**src/rtl/arm_link_scheduler.sv**
```systemverilog
// Purpose : arbitrates auto/manual one-hot arm commands onto the 5-bit GPIO link (setup, strobe, gap).
// Latency : grant edge -> ack and command bits next cycle; strobe rises SETUP_CYCLES after the command bits.
// Backpr. : requesters hold req until their ack; no request is acked while the link is busy.
//
// Ports:
//   clock, reset             system clock, synchronous active-high reset
//   auto_req / auto_cmd      auto tracking requester, one-hot command
//   manual_req / manual_cmd  switch/key override requester, one-hot command
//   auto_ack / manual_ack    one-cycle pulse: request consumed
//   cmd_err                  one-cycle pulse with an ack: command was not one-hot and was dropped
//   busy                     high whenever the sequencer is not IDLE
//   sig_out                  [4:1] command bits, [0] strobe
module arm_link_scheduler #(
   parameter int unsigned SETUP_CYCLES = 25000000,
   parameter int unsigned HOLD_CYCLES  = 25000000,
   parameter int unsigned GAP_CYCLES   = 5000000,
   parameter int unsigned CNT_W        = 27
) (
   input  logic       clock,
   input  logic       reset,
   input  logic       auto_req,
   input  logic [3:0] auto_cmd,
   input  logic       manual_req,
   input  logic [3:0] manual_cmd,
   output logic       auto_ack,
   output logic       manual_ack,
   output logic       cmd_err,
   output logic       busy,
   output logic [4:0] sig_out
);

   typedef enum logic [1:0] {IDLE, SETUP, STROBE, GAP} state_t;

   localparam logic [CNT_W-1:0] SETUP_LD = CNT_W'(SETUP_CYCLES - 1);
   localparam logic [CNT_W-1:0] HOLD_LD  = CNT_W'(HOLD_CYCLES - 1);
   localparam logic [CNT_W-1:0] GAP_LD   = CNT_W'(GAP_CYCLES - 1);
   localparam logic [CNT_W-1:0] CNT_ONE  = CNT_W'(1);

   state_t           state_q, state_d;
   logic [CNT_W-1:0] cnt_q, cnt_d;
   logic [4:0]       sig_d;
   logic             auto_ack_d, manual_ack_d, cmd_err_d, busy_d;
   logic             fair_auto_q, fair_auto_d;
   logic             pick_manual;
   logic [3:0]       cmd_sel;

   always_ff @(posedge clock) begin
      if (reset) begin
         state_q     <= IDLE;
         cnt_q       <= '0;
         sig_out     <= 5'b00100;
         auto_ack    <= 1'b0;
         manual_ack  <= 1'b0;
         cmd_err     <= 1'b0;
         busy        <= 1'b0;
         fair_auto_q <= 1'b0;
      end else begin
         state_q     <= state_d;
         cnt_q       <= cnt_d;
         sig_out     <= sig_d;
         auto_ack    <= auto_ack_d;
         manual_ack  <= manual_ack_d;
         cmd_err     <= cmd_err_d;
         busy        <= busy_d;
         fair_auto_q <= fair_auto_d;
      end
   end

   always_comb begin
      state_d      = state_q;
      cnt_d        = cnt_q;
      sig_d        = sig_out;
      auto_ack_d   = 1'b0;
      manual_ack_d = 1'b0;
      cmd_err_d    = 1'b0;
      fair_auto_d  = fair_auto_q;
      pick_manual  = manual_req && !(fair_auto_q && auto_req);
      cmd_sel      = pick_manual ? manual_cmd : auto_cmd;

      case (state_q)
         IDLE: begin
            // While an ack is on the wire the requester has not yet had a
            // chance to drop req; after a dropped (invalid) command we are
            // still IDLE here, so skip arbitration to avoid a double ack.
            if (!auto_ack && !manual_ack && (auto_req || manual_req)) begin
               if (pick_manual) begin
                  manual_ack_d = 1'b1;
                  if (auto_req) fair_auto_d = 1'b1;
               end else begin
                  auto_ack_d  = 1'b1;
                  fair_auto_d = 1'b0;
               end
               if ($onehot(cmd_sel)) begin
                  sig_d   = {cmd_sel, 1'b0};
                  cnt_d   = SETUP_LD;
                  state_d = SETUP;
               end else begin
                  cmd_err_d = 1'b1;
               end
            end
         end
         SETUP: begin
            if (cnt_q == '0) begin
               sig_d[0] = 1'b1;
               cnt_d    = HOLD_LD;
               state_d  = STROBE;
            end else begin
               cnt_d = cnt_q - CNT_ONE;
            end
         end
         STROBE: begin
            if (cnt_q == '0) begin
               sig_d[0] = 1'b0;
               cnt_d    = GAP_LD;
               state_d  = GAP;
            end else begin
               cnt_d = cnt_q - CNT_ONE;
            end
         end
         GAP: begin
            if (cnt_q == '0) state_d = IDLE;
            else             cnt_d   = cnt_q - CNT_ONE;
         end
         default: state_d = IDLE;
      endcase

      busy_d = (state_d != IDLE);
   end

endmodule
```
**config.mk**
```make
export PLATFORM = sky130hd
export DESIGN_NAME = arm_link_scheduler
export DESIGN_NICKNAME = d
export VERILOG_FILES = /design/src/rtl/arm_link_scheduler.sv
export SDC_FILE = /design/constraint.sdc
export NUM_CORES = 1
export LEC_CHECK = 0
export ABC_AREA = 0
export BUFFER_PORTS_ARGS = -buffer_cell sky130_fd_sc_hd__buf_2
export CAP_MARGIN = 25
export CELL_PAD_IN_SITES_DETAIL_PLACEMENT = 2
export CELL_PAD_IN_SITES_GLOBAL_PLACEMENT = 2
export CORE_ASPECT_RATIO = 1.75
export CORE_MARGIN = 5
export CORE_UTILIZATION = 29
export DETAILED_ROUTE_END_ITERATION = 16
export GPL_ROUTABILITY_DRIVEN = 1
export PLACE_DENSITY = 0.72
export SYNTH_ARGS = -nofsm -noshare
export SYNTH_HDL_FRONTEND = slang
export SYNTH_SLANG_ARGS = --single-unit
```
**constraint.sdc**
```tcl
create_clock -name clock -period 5.5 [get_ports clock]
set_input_delay 0.275 -clock clock [delete_from_list [all_inputs] [get_ports clock]]
set_output_delay 0.275 -clock clock [all_outputs]
set_load 0.1 [all_outputs]
```
==> out/metrics.yaml <==
finalWorstSetupSlack_ns: 1.20
synth_cells: 251
pwr-share-seq: 0.284
antenna_cells: 0
drt_iter0_markers: 89
stdcell_count: 357
period_needed_ns: 4.30
yosysSeqAreaShare: 0.370
grt_pass1_vias: 2314
power.leakage_uw: 0.000899
synth_top_cells_by_area: "dfxtp_1 37%, a21oi_1 5.5%, nor2_1 3.9%"
overflow: 0
cp.arrival_ns: 4.48
power_frac_comb: 0.539
rsz0062_at_grt: "no"
vias: 2108
clk_pin_slew_worst_paths_ns: 0.06
status: "finished clean"
tightest_slew_ns: 0.790
grt_max_degree: 25
hold_violations: 0
path_max_fanout: 11
critPathMostFrequentCell: "ha_1"
wl_um: 7160
syn_nets: 267
fmax_mhz: 233
intPower_uw: 817
clock-sinks: 39
setup_viol: 0
coreArea_um2: 7130
clk_path_buf_depth: 2
holdWs_ns: 0.367
hold_buffers: 0
slowest_stage: "nor3b_1"
drive_gt1_frac: 0.173
die_y_um: 123
clk_latency_ns: 0.29
timing.final.crit_share: 0.781
pin_count: 21
cts_resized: 0
synth.distinct_cells: 47
htree_levels: 2
cts_tree: "done"
postRouteAntennaNets: 0
dp_cells: 348
netlist.area_leader.share: 0.370
vias_per_cell: 5.90
synth-seq-cells: 39
place_ws_ns: 1.04
dr.pass1.iters: 4
synth_edf_count: 0
maxCapViolCount: 0
drcViolationCount: 0
start_util: 0.296
cp_cell_sequence: "a21boi_1 -> mux2_2 -> fa_1 -> ha_1 -> ha_1 -> or3b_2 -> nor3b_1 -> a31oi_1 -> buf_4 -> nand2_1 -> o21ba_2"
critPathKind: "flop to flop"
clock_skew_ns: 0.00596
root_buffer: "clkbuf_16"
yosys.area.top_type: "dfxtp_1"
postSynthAreaPerCell_um2: 8.40
utilization: 0.340
dpl.hpwl_um: 5370
grt.total_usage: 0.166
slew_headroom: 0.472
postCtsSetupRepairBufs: 0
required_ns: 5.68
grt_pass1_wl_um: 11500
maxSlewViolCount: 0
vdd_drop_max_mv: 0.192
area_growth_pct: 15.1
die_w_um: 74.5
synth_top_flop_cell: "dfxtp_1"
swShare: 0.498
p_sw_uw: 810
hp-class: "input port to flop"
fp.dieArea_um2: 9140
synthArstFlopShare: 0
ys_warn_count: 0
final_net_count: 286
power_frac_clock: 0.177
setup_tns_ns: 0
io_buffers: 20
worstSetupEndpointType: "flop"
power_density_nw_per_um2: 670
synth_area_um2: 2110
place_congestion: 0.754
cpPeakStageDelay_ns: 0.68
critPathLaunchType: "flop"
antenna_found_initial: 0
avgRoutedWirePerCell_um: 20.0
num_rows: 41
numCtsBuffers: 5
layer usage:
metal	global-route usage	part of all wire
met3	0.0295	0.032
met5	0	0
met4	0.0512	0.014
met2	0.338	0.59
met1	0.158	0.36
cells by family after synthesis:
logic type | share of synthesized area
AND/OR/NAND/NOR | 0.269
flip-flops | 0.370
AO/OA/AOI/OAI | 0.234
XOR/XNOR | 0.0332
multiplexers | 0.0214
adder cells (fa/ha/maj) | 0.0273
buffers and inverters | 0.0451
worst max-delay path: cells and delay by family (launching register included):
kind                       cells  cell delay (ns)
and+or+nand+nor                3             1.47
adders and majority gates      3             0.99
AOI/OAI and AO/OA              3             0.74
muxes                          1             0.43
DFF                            1             0.33
buffers and inverters          1             0.23
power by group through the flow:
stage	Sequential (uW)	Clock [uW]	Combinational [uW]
after floorplan	518	0	580
after global placement	463	0	845
after detailed placement	467	0	867
after CTS	462	296	881
after global routing	475	308	963
final	462	289	877
final cells by class:
cell class / count / area, um2
clock buffers: 7 / 133
clock inverters: 1 / 5.00
fillers: 852 / 4700
inverters: 9 / 33.8
multi-input cells: 190 / 1230
flip-flops and latches: 39 / 781
well taps: 86 / 108
repair buffers: 25 / 135
final timing paths:
| check | cells past startpoint | slack (ns) | from | endpoint |
|---|---|---|---|---|
| hold / removal | 4 | 0.37 | auto_req | fair_auto_q |
| setup reg to reg | 11 | 1.20 | fair_auto_q | cnt_q[6] |
| setup / recovery | 11 | 1.20 | fair_auto_q | cnt_q[6] |
| hold reg to reg | 2 | 0.47 | sig_out[2] | sig_out[2] |
flip-flops by register name (all words and copies together) (netlist names):
register,count
auto_ack,1
fair_auto_q,1
manual_ack,1
cnt_q,27
cmd_err,1
busy,1
sig_out,5
state_q,2
cell usage in the layout, fill, tap and decap left out, drive strengths merged, types with 2 or more instances in the layout:
master,count
nand4,2
nor3b,4
nand4b,2
mux2,4
or4,12
nand3,4
o31ai,8
a31o,3
xor2,7
a31oi,6
nor4,8
o21a,2
a21boi,2
nand2,11
or3,12
ha,3
dfxtp,39
nor2,22
or2,4
inv,9
o211ai,9
o21ai,9
nand2b,2
a21o,2
a211oi,2
nor3,12
clkbuf,8
nand3b,2
a21oi,23
buf,24
o41ai,3
stage by stage:
stage,area [um2],total power (uW)
after detailed placement,2280,1330
final,2430,1630
after floorplan,2110,1100
after global placement,2280,1310
after global routing,2430,1750
after CTS,2420,1640
cell usage after synthesis (all sizes together) (5+ instances only):
cell type	instances
nand2	11
or3	12
inv	9
xor2	7
o211ai	9
buf	5
nor2	22
a31oi	6
or4	12
o21ai	9
clkbuf	8
nor4	8
nor3	12
dfxtp	39
o31ai	8
a21oi	23
Note: power is estimated with default switching activity, not from simulation.
